[config.mk]
export PLATFORM = sky130hd
export DESIGN_NAME = clk_div_mc
export DESIGN_NICKNAME = d
export VERILOG_FILES = /design/src/rtl/clk_div_mc_pkg.sv /design/src/rtl/clk_div_mc_ch.sv /design/src/rtl/clk_div_mc.sv
export SDC_FILE = /design/constraint.sdc
export NUM_CORES = 1
export LEC_CHECK = 0
export BUFFER_PORTS_ARGS = -buffer_cell sky130_fd_sc_hd__clkbuf_2
export CORE_MARGIN = 5
export CORE_UTILIZATION = 50
export DETAILED_ROUTE_END_ITERATION = 16
export GPL_ROUTABILITY_DRIVEN = 0
export HOLD_SLACK_MARGIN = 0.08
export PLACE_DENSITY = 0.73
export SETUP_SLACK_MARGIN = 0.05
export SLEW_MARGIN = 30
export SYNTH_ARGS = -nofsm -noshare
export SYNTH_HDL_FRONTEND = slang
export SYNTH_SLANG_ARGS = --single-unit
[constraint.sdc]
create_clock -name i_ref_clk -period 4.75 [get_ports i_ref_clk]
set_input_delay 0.475 -clock i_ref_clk [delete_from_list [all_inputs] [get_ports i_ref_clk]]
set_output_delay 0.475 -clock i_ref_clk [all_outputs]
set_load 0.05 [all_outputs]
[src/rtl/clk_div_mc_pkg.sv]
// Shared constants and helpers for the multi-channel clock divider.
// Define CLK_DIV_MC_SYNC_EN at build time to add the i_sync restart-all input.
package clk_div_mc_pkg;

  localparam int DEF_RATIO_WD = 8;
  localparam int DEF_NUM_CH   = 4;

  typedef enum logic {
    MODE_BYPASS = 1'b0,
    MODE_DIV    = 1'b1
  } mode_e;

  // Length of the high phase: odd ratios get the extra cycle high.
  function automatic int unsigned half_len(input int unsigned r);
    return (r + 1) / 2;
  endfunction

endpackage

[src/rtl/clk_div_mc_ch.sv]
// One divider channel: shadow ratio, period counter and registered divided clock.
// Built with CLK_DIV_MC_SYNC_EN, a sync pulse restarts the period from cnt=0.
module clk_div_mc_ch
  import clk_div_mc_pkg::*;
#(
  parameter int RATIO_WD = DEF_RATIO_WD
) (
  input  logic                i_ref_clk,
  input  logic                i_rst,
  input  logic                clk_en,
  input  logic [RATIO_WD-1:0] div_ratio,
`ifdef CLK_DIV_MC_SYNC_EN
  input  logic                sync,
`endif
  output logic                div_clk,
  output logic                tick,
  output logic                active
);

  localparam logic [RATIO_WD-1:0] ONE = RATIO_WD'(1);
  localparam logic [RATIO_WD-1:0] TWO = RATIO_WD'(2);

  mode_e               mode;
  logic [RATIO_WD-1:0] r_act;
  logic [RATIO_WD-1:0] cnt;
  logic [RATIO_WD-1:0] cnt_inc;
  logic [RATIO_WD-1:0] hi_len;
  logic                div_q;
  logic                tick_q;
  logic                at_end;
  logic                restart;
  logic                ratio_ok;
  logic                r_ok;

  assign cnt_inc  = cnt + ONE;
  assign hi_len   = RATIO_WD'(half_len(32'(r_act)));
  assign ratio_ok = div_ratio >= TWO;
  assign r_ok     = r_act >= TWO;
  assign at_end   = cnt == (r_act - ONE);
`ifdef CLK_DIV_MC_SYNC_EN
  assign restart  = at_end | sync;
`else
  assign restart  = at_end;
`endif

  // Shadow ratio only moves at a period boundary so in-flight periods keep their length.
  always_ff @(posedge i_ref_clk or negedge i_rst) begin
    if (!i_rst) begin
      mode   <= MODE_BYPASS;
      r_act  <= '0;
      cnt    <= '0;
      div_q  <= 1'b0;
      tick_q <= 1'b0;
    end else if (!clk_en) begin
      mode   <= MODE_BYPASS;
      r_act  <= div_ratio;
      cnt    <= '0;
      div_q  <= 1'b0;
      tick_q <= 1'b0;
    end else if (mode == MODE_BYPASS) begin
      if (r_ok) begin
        mode   <= MODE_DIV;
        cnt    <= '0;
        div_q  <= 1'b1;
        tick_q <= 1'b1;
      end else begin
        r_act  <= div_ratio;
      end
    end else if (restart) begin
      r_act <= div_ratio;
      cnt   <= '0;
      if (ratio_ok) begin
        div_q  <= 1'b1;
        tick_q <= 1'b1;
      end else begin
        mode   <= MODE_BYPASS;
        div_q  <= 1'b0;
        tick_q <= 1'b0;
      end
    end else begin
      cnt    <= cnt_inc;
      div_q  <= cnt_inc < hi_len;
      tick_q <= 1'b0;
    end
  end

  assign div_clk = (mode == MODE_DIV) ? div_q : i_ref_clk;
  assign tick    = tick_q;
  assign active  = mode == MODE_DIV;

endmodule

[src/rtl/clk_div_mc.sv]
// Multi-channel integer clock divider with per-channel enable, ratio and bypass.
// Optional CLK_DIV_MC_SYNC_EN adds i_sync to realign all dividing channels.
module clk_div_mc
  import clk_div_mc_pkg::*;
#(
  parameter int RATIO_WD = DEF_RATIO_WD,
  parameter int NUM_CH   = DEF_NUM_CH
) (
  input  logic                       i_ref_clk,
  input  logic                       i_rst,
  input  logic [NUM_CH-1:0]          i_clk_en,
  input  logic [NUM_CH*RATIO_WD-1:0] i_div_ratio,
`ifdef CLK_DIV_MC_SYNC_EN
  input  logic                       i_sync,
`endif
  output logic [NUM_CH-1:0]          o_div_clk,
  output logic [NUM_CH-1:0]          o_tick,
  output logic [NUM_CH-1:0]          o_active
);

  for (genvar k = 0; k < NUM_CH; k++) begin : g_ch
    clk_div_mc_ch #(
      .RATIO_WD (RATIO_WD)
    ) u_ch (
      .i_ref_clk (i_ref_clk),
      .i_rst     (i_rst),
      .clk_en    (i_clk_en[k]),
      .div_ratio (i_div_ratio[k*RATIO_WD +: RATIO_WD]),
`ifdef CLK_DIV_MC_SYNC_EN
      .sync      (i_sync),
`endif
      .div_clk   (o_div_clk[k]),
      .tick      (o_tick[k]),
      .active    (o_active[k])
    );
  end

endmodule

==> results of run 1 <==
-- cell families (layout without fill, tap and decap cells) --
logic type | count (synthesis) | after routing | synth area share
fa+ha+maj | 44 | 44 | 0.0951
flops | 76 | 76 | 0.329
xor+xnor | 82 | 82 | 0.124
buf+inv | 64 | 90 | 0.0508
simple gates | 212 | 212 | 0.194
compound gates | 114 | 114 | 0.143
mux | 30 | 30 | 0.0636
-- sequential cells by signal, summed over array words and instances (netlist names) --
name,count
g_ch.u_ch.cnt,32
g_ch.u_ch.r_act,32
g_ch.u_ch.div_q,4
g_ch.u_ch.active,4
g_ch.u_ch.tick,4
-- cells in the mapped netlist (7+ instances only) --
cell / number
dfrtp_1: 76
nand2_1: 58
xnor2_1: 45
ha_1: 44
xor2_1: 37
clkbuf_1: 30
nand3_1: 29
nor2_1: 26
a22o_1: 22
mux2_2: 22
inv_1: 20
a21oi_1: 18
nor3_1: 17
o21ai_0: 16
buf_4: 12
nand4_1: 10
a211oi_1: 9
a21o_1: 9
nor4_1: 9
or4_1: 9
mux2_4: 8
nor2b_1: 8
and3_1: 7
nand2b_1: 7
o31ai_1: 7
-- path summary, 6_finish.rpt --
kind                                                    from                           endpoint
setup / recovery                                   i_ref_clk                       o_div_clk[3]
hold / removal                                         i_rst      g_ch[3].u_ch.active$_DFF_PN0_
max in group asynchronous                              i_rst      g_ch[1].u_ch.tick$_DFFE_PN0P_
hold reg to reg                g_ch[2].u_ch.tick$_DFFE_PN0P_      g_ch[2].u_ch.tick$_DFFE_PN0P_
min in group i_ref_clk                       i_div_ratio[24]  g_ch[3].u_ch.r_act[0]$_DFFE_PN0P_
setup reg to reg           g_ch[0].u_ch.r_act[2]$_DFFE_PN0P_  g_ch[0].u_ch.r_act[3]$_DFFE_PN0P_
-- per-stage QoR --
step | std cells | cell area [um^2] | setup slack, ps
CTS | 791 | 6390 | 1130
global route | 791 | 6390 | 1100
global placement | 771 | 6000 | 1430
detailed placement | 771 | 6000 | 1430
floorplan | 622 | 5790 | 1480
finish | 791 | 6390 | 1140
-- cell type report --
cell class	instances	area, um^2
clock buffer	19	353
inverter	20	75.1
sequential	76	1900
timing repair buffer	46	239
clock inverter	5	52.6
fill	991	4980
multi-input combinational	482	3590
tap	143	179
-- critical path: stages --
cell and delay [ps]:
clkbuf_16 130, clkbuf_16 140, mux2_2 250, clkbuf_2 230
-- power by group through the flow --
stage	registers [mW]	clock network, mW	logic [mW]
finish	0.774	0.951	0.338
global route	0.784	1.01	0.379
CTS	0.773	0.984	0.341
detailed placement	0.784	0.0894	0.336
global placement	0.781	0.0894	0.323
floorplan	0.732	0.0998	0.296
-- per-layer routing --
layer / up-vias / wire (um) / part of all wire / global-route usage
li1: 2266 / - / - / -
met1: 2237 / 5770 / 0.46 / 0.245
met2: 97 / 5950 / 0.47 / 0.291
met3: 33 / 488 / 0.039 / 0.0457
met4: 0 / 435 / 0.034 / 0.110
met5: - / 0 / 0 / 0
==> metrics.md, run 1 <==
| Metric | Value |
|---|---|
| Leakage | `~2.9 nW` |
| Share of cells above drive strength 1 | `0.165` |
| Post-synthesis instance area | `between 5000 and 6000 um^2` |
| P_sw | `0.643 mW` |
| Via density | `around 6` |
| Largest net degree at the start of global routing | `77` |
| Worst path arrival time | `3130 ps` |
| Boundary pin count | `50` |
| Measured slew at the worst slew-check pin | `789 ps` |
| Clk_lat worst skew | `460 ps` |
| Area leader, netlist | `dfrtp_1` |
| Resize count post-CTS | `0` |
| Cells after synthesis | `~620` |
| Hold_ws | `~33 ps` |
| Post-synth cell types | `57` |
| Post-Route WL | `12600 um` |
| Routed len/inst | `16.0 um` |
| Commonest non-fill, non-tap cell in the layout | `dfrtp_1` |
| Yosys warning count | `0` |
| Clock network fraction of design power | `0.461` |
| Hold-fix buffers, CTS | `0` |
| Worst slew margin | `0.473` |
| I/O Buffers | `just under 50` |
| RSZ-0062 raised after global routing | `no` |
| Antenna diodes | `0` |
| Worst-path clk slew | `around 60 ps` |
| Startpoint Class | `clock port` |
| Nets@finish | `about 730` |
| First-pass GRT wire length | `~22000 um` |
| Reg2reg setup slack | `approximately 1600 ps` |
| Sum Neg Setup Slack | `0 ps` |
| Synth top area cells | `dfrtp_1 33%, ha_1 9.5%, xnor2_1 6.8%` |
| Hpwl dp | `9370 um` |
| Internal power | `between 1 and 1.5 mW` |
| Remaining DRCs | `0` |
| Final setup vio count | `0` |
| Total number of vias | `between 4000 and 5000` |
| Total power | `a little over 2 mW` |
| CP Max Fanout | `2` |
| Initial DRC count | `roughly 180` |
| Layout area overhead | `10.4%` |
| Net Sw Frac | `0.312` |
| Post-route ant nets | `0` |
| Crit. End Element | `output port` |
| Maximum VDD drop | `0.232 mV` |
| Die W | `roughly 120 um` |
| Number of global-route vias before repair | `4740` |
| Number of hold violations in the final report | `0` |
| Grt total ovfl | `0` |
| Synth top area share | `0.329` |
| #FFs+latches synth | `76` |
| Combinational Power Share | `0.164` |
| FF-to-FF path depth | `6` |
| Synth Net Count | `~700` |
| Initial Util | `0.509` |
| Cell Rows | `39` |
| Initial antenna violation count | `0` |
| Main flop type after synthesis | `dfrtp_1` |
| Number of synthesized flops with an enable pin | `0` |
| Worst clock skew | `4.39 ps` |
| Max_cap viols | `0` |
| Final core utilization | `0.562` |
| Drt pass-1 iters | `4` |
| Chip height | `around 120 um` |
| Required time worst endpoint | `around 4300 ps` |
| Core area | `about 11000 um^2` |
| Worst hold path class | `primary input to asynchronous set/reset pin` |
| Mean Syn Cell Area | `around 9.3 um^2` |
| Synth async-reset ratio | `1.00` |
| Status | `finished clean` |
| Post-CTS setup buffer count | `0` |
| DIE AREA | `~14000 um^2` |
| Register area share after synthesis | `0.329` |
| GRT Total Usage | `0.190` |
| Worst setup path category | `clock port to output port` |
| P per Cell Area | `323 nW/um^2` |
| Seq pwr share | `0.375` |
| CTS tree | `built` |
| Commonest non-fill, non-tap cells in the layout | `76 x dfrtp_1, 58 x nand2_1, 48 x clkbuf_2, 45 x xnor2_1, 44 x ha_1` |
| Max-slew violations | `0` |
Power figures use the tool's default switching activity.
==> run 2: changes to the inputs <==
--- a/config.mk
+++ b/config.mk
@@ -5,13 +5,14 @@
 export SDC_FILE = /design/constraint.sdc
 export NUM_CORES = 1
 export LEC_CHECK = 0
+export ABC_AREA = 1
 export BUFFER_PORTS_ARGS = -buffer_cell sky130_fd_sc_hd__clkbuf_2
 export CORE_MARGIN = 5
 export CORE_UTILIZATION = 50
 export DETAILED_ROUTE_END_ITERATION = 16
 export GPL_ROUTABILITY_DRIVEN = 0
 export HOLD_SLACK_MARGIN = 0.08
-export PLACE_DENSITY = 0.73
+export PLACE_DENSITY = 0.72
 export SETUP_SLACK_MARGIN = 0.05
 export SLEW_MARGIN = 30
 export SYNTH_ARGS = -nofsm -noshare
==> constraint.sdc (replaced) <==
create_clock -name i_ref_clk -period 3.6 [get_ports i_ref_clk]
set_input_delay 0.36 -clock i_ref_clk [delete_from_list [all_inputs] [get_ports i_ref_clk]]
set_output_delay 0.36 -clock i_ref_clk [all_outputs]
set_load 0.05 [all_outputs]
==> run 2 against run 1 <==
  * Worst hold slack worse by 7.6 ps
  * First-iteration DRC count is 59% higher
  * Global-route usage is 1.1 points higher
  * Clock power is 20% higher
  * Sequential share of layout area is 1.8 points lower
  * Cell area is 6.4% higher
  * Register-to-register slack worse by 320 ps
  * Non-clock buffer count is 1 lower
  * Flip-flop and latch count stayed put
  * Die area is 6.7% higher
  * Setup slack worse by 450 ps
  * Count of clock-buffer cells in the layout is 5 lower
  * Critical endpoint is now o_div_clk[1]
==> metrics.md, run 2 <==
| Metric | Value |
|---|---|
| Startpoint Class | `clock port (unchanged)` |
| Initial antenna violation count | `0 (unchanged)` |
| Commonest non-fill, non-tap cells in the layout | `245 x nand2_1, 96 x nand3_1, 77 x inv_1, 76 x dfrtp_1, 63 x nor2_1 (was 76 x dfrtp_1, 58 x nand2_1, 48 x clkbuf_2, 45 x xnor2_1, 44 x ha_1)` |
| Fin worst setup slack | `695 ps (was 1140 ps)` |
| Hpwl dp | `10600 um (was 9370 um)` |
| Area leader, netlist | `dfrtp_1 (unchanged)` |
| Die W | `121 um (was 118 um)` |
| RR Endpoint | `g_ch[2].u_ch.div_q$_DFFE_PN0P_ (was g_ch[0].u_ch.r_act[3]$_DFFE_PN0P_)` |
| Worst setup path category | `clock port to output port (unchanged)` |
| CTS Root Cell | `clkbuf_16` |
| GRT Total Usage | `0.201 (was 0.190)` |
| P per Cell Area | `406 nW/um^2 (was 323 nW/um^2)` |
| Post-synthesis instance area | `6210 um^2 (was 5790 um^2)` |
| Post-synth cell types | `42 (was 57)` |
| Grt total ovfl | `0 (unchanged)` |
| Crit. End Element | `output port (unchanged)` |
| Via density | `5.07 (was 5.86)` |
| CTS tree | `built (unchanged)` |
| Synth async-reset ratio | `1.00 (unchanged)` |
| FF-to-FF path depth | `12 (was 6)` |
| Routed len/inst | `13.0 um (was 16.0 um)` |
| I/O Buffers | `49 (unchanged)` |
| Worst clock skew | `9.28 ps (was 4.39 ps)` |
| Clk_lat worst skew | `350 ps (was 460 ps)` |
| Register area share after synthesis | `0.306 (was 0.329)` |
| Initial Util | `0.513 (was 0.509)` |
| Worst path slowest cell | `clkbuf_2 (was mux2_2)` |
| DIE AREA | `14800 um^2 (was 13800 um^2)` |
| Reg2reg setup slack | `1280 ps (was 1600 ps)` |
| Core area | `12100 um^2 (was 11400 um^2)` |
| Post-route ant nets | `0 (unchanged)` |
| Yosys warning count | `0 (unchanged)` |
| First-pass GRT wire length | `24200 um (was 22000 um)` |
| Design area | `6800 um^2 (was 6390 um^2)` |
| Cell Count, Final, Fillers Out | `1067 (was 791)` |
| Cells after synthesis | `865 (was 622)` |
| Worst path arrival time | `2550 ps (was 3130 ps)` |
| Cell mode on critical path | `clkbuf_16 (unchanged)` |
| Status | `finished clean (unchanged)` |
| Total number of vias | `5415 (was 4633)` |
| Nets@finish | `976 (was 725)` |
| #FFs+latches synth | `76 (unchanged)` |
| Mean Syn Cell Area | `7.18 um^2 (was 9.30 um^2)` |
| Synth top area cells | `dfrtp_1 31%, nand2_1 15%, ha_1 8.9% (was dfrtp_1 33%, ha_1 9.5%, xnor2_1 6.8%)` |
| Remaining DRCs | `0 (unchanged)` |
| Post-CTS setup buffer count | `0 (unchanged)` |
| Number of synthesized flops with an enable pin | `0 (unchanged)` |
| Number of hold violations in the final report | `0 (unchanged)` |
| Dpl ws | `1060 ps (was 1430 ps)` |
| Worst slew margin | `0.464 (was 0.473)` |
| Top-count cell post-synth | `nand2_1 (was dfrtp_1)` |
| Synth top cells by count | `245 x nand2_1, 96 x nand3_1, 76 x dfrtp_1 (was 76 x dfrtp_1, 58 x nand2_1, 45 x xnor2_1)` |
| Antenna diodes | `0 (unchanged)` |
| Final setup vio count | `0 (unchanged)` |
| Required time worst endpoint | `3240 ps (was 4280 ps)` |
| Sum Neg Setup Slack | `0 ps (unchanged)` |
| RR Startpoint | `g_ch[2].u_ch.cnt[0]$_DFFE_PN0P_ (was g_ch[0].u_ch.r_act[2]$_DFFE_PN0P_)` |
| H-tree lvl count | `3` |
| Critical Path Max Stage Delay | `270 ps (was 250 ps)` |
| Cell Rows | `40 (was 39)` |
| Hold_ws | `25.5 ps (was 33.1 ps)` |
| Worst hold path class | `primary input to asynchronous set/reset pin (unchanged)` |
| Max clock buf depth | `2` |
| Dpl cell area | `6450 um^2 (was 6000 um^2)` |
| Drt pass-1 iters | `5 (was 4)` |
| Hold-fix buffers, CTS | `0 (unchanged)` |
| Max-slew violations | `0 (unchanged)` |
| Number of buffers created by CTS | `9` |
| Main flop type after synthesis | `dfrtp_1 (unchanged)` |
| Share of cells above drive strength 1 | `0.130 (was 0.165)` |
| Layout area overhead | `9.45% (was 10.4%)` |
| CP Max Fanout | `11 (was 2)` |
| Max_cap viols | `0 (unchanged)` |
| Boundary pin count | `50 (unchanged)` |
| Synth Net Count | `947 (was 704)` |
| Crit path buf inv count | `4 (was 3)` |
| Critical path cell sequence | `clkbuf_16, clkbuf_16, inv_1, o21ai_0, clkbuf_2 (was clkbuf_16, clkbuf_16, mux2_2, clkbuf_2)` |
| Commonest non-fill, non-tap cell in the layout | `nand2_1 (was dfrtp_1)` |
| Maximum VDD drop | `0.204 mV (was 0.232 mV)` |
| Number of global-route vias before repair | `5287 (was 4740)` |
| Largest regs | `g_ch.u_ch.cnt: 32 flops, g_ch.u_ch.r_act: 32 flops (unchanged)` |
| Synth top area share | `0.306 (was 0.329)` |
| Post-Route WL | `13800 um (was 12600 um)` |
| Worst-path clk slew | `60 ps (about the same)` |
| CP top delay family | `buffers and inverters (unchanged)` |
| Largest net degree at the start of global routing | `77 (unchanged)` |
| Chip height | `121 um (was 118 um)` |
| Resize count post-CTS | `0 (unchanged)` |
| Leakage | `3.54 nW (was 2.89 nW)` |
| RSZ-0062 raised after global routing | `no (unchanged)` |
| Measured slew at the worst slew-check pin | `798 ps (was 789 ps)` |
| Initial DRC count | `279 (was 176)` |
| Placed cells | `1048 (was 771)` |
run 2: cell count changes after synthesis, sizes merged, moves of 9 or more:
cell    before  now
a22o        22    0
buf         14   29
clkbuf      30    5
inv         20   89
mux2        30    0
nand2       58  254
nand3       29  101
nor2        26   82
o21ai       17   38
or4          9    0
xnor2       45   23
run 2: cell type report:
class                      count  area, um^2
inverter                      91         342
clock buffer                  14         249
tap                          168         210
sequential                    76        1900
timing repair buffer          45         231
fill                        1166        5310
clock inverter                10         123
multi-input combinational    663        3740
run 2: per-stage QoR:
stage,total power [mW],util
after floorplan,1.58,-
after global placement,1.69,0.532
after detailed placement,1.71,0.533
after CTS,2.79,0.561
after global routing,2.94,0.561
final,2.76,0.561
run 2: cell families after synthesis:
logic type	count (synthesis)	synth area share
AOI/OAI and AO/OA	66	0.0576
buffers and inverters	126	0.0914
and+or+nand+nor	484	0.357
adders and majority gates	44	0.0886
xor gates and xnor gates	69	0.0995
DFF	76	0.306
run 2: worst max path at each step:
stage | depth (start not counted) | slack (ps) | to | startpoint
floorplan | 3 | 1110 | o_div_clk[2] | i_ref_clk
global placement | 3 | 1060 | o_div_clk[2] | i_ref_clk
detailed placement | 3 | 1060 | o_div_clk[2] | i_ref_clk
CTS | 5 | 680 | o_div_clk[1] | i_ref_clk
global route | 5 | 670 | o_div_clk[3] | i_ref_clk
finish | 5 | 690 | o_div_clk[1] | i_ref_clk
run 2: routing by layer:
layer | up-vias | wire length [um] | global-route usage | share of wire
met2 | 84 | 6400 | 0.326 | 0.46
li1 | 2837 | - | - | -
met1 | 2477 | 6830 | 0.273 | 0.49
met3 | 17 | 397 | 0.0275 | 0.029
met4 | 0 | 222 | 0.0756 | 0.016
met5 | - | 0 | 0 | 0
run 2: power breakdown:
group          leakage [nW]  switching [mW]  internal (mW)  total [mW]
Sequential            0.970           0.114          0.913        1.03
Combinational          2.37           0.368          0.228       0.596
Clock                 0.198           0.447          0.691        1.14
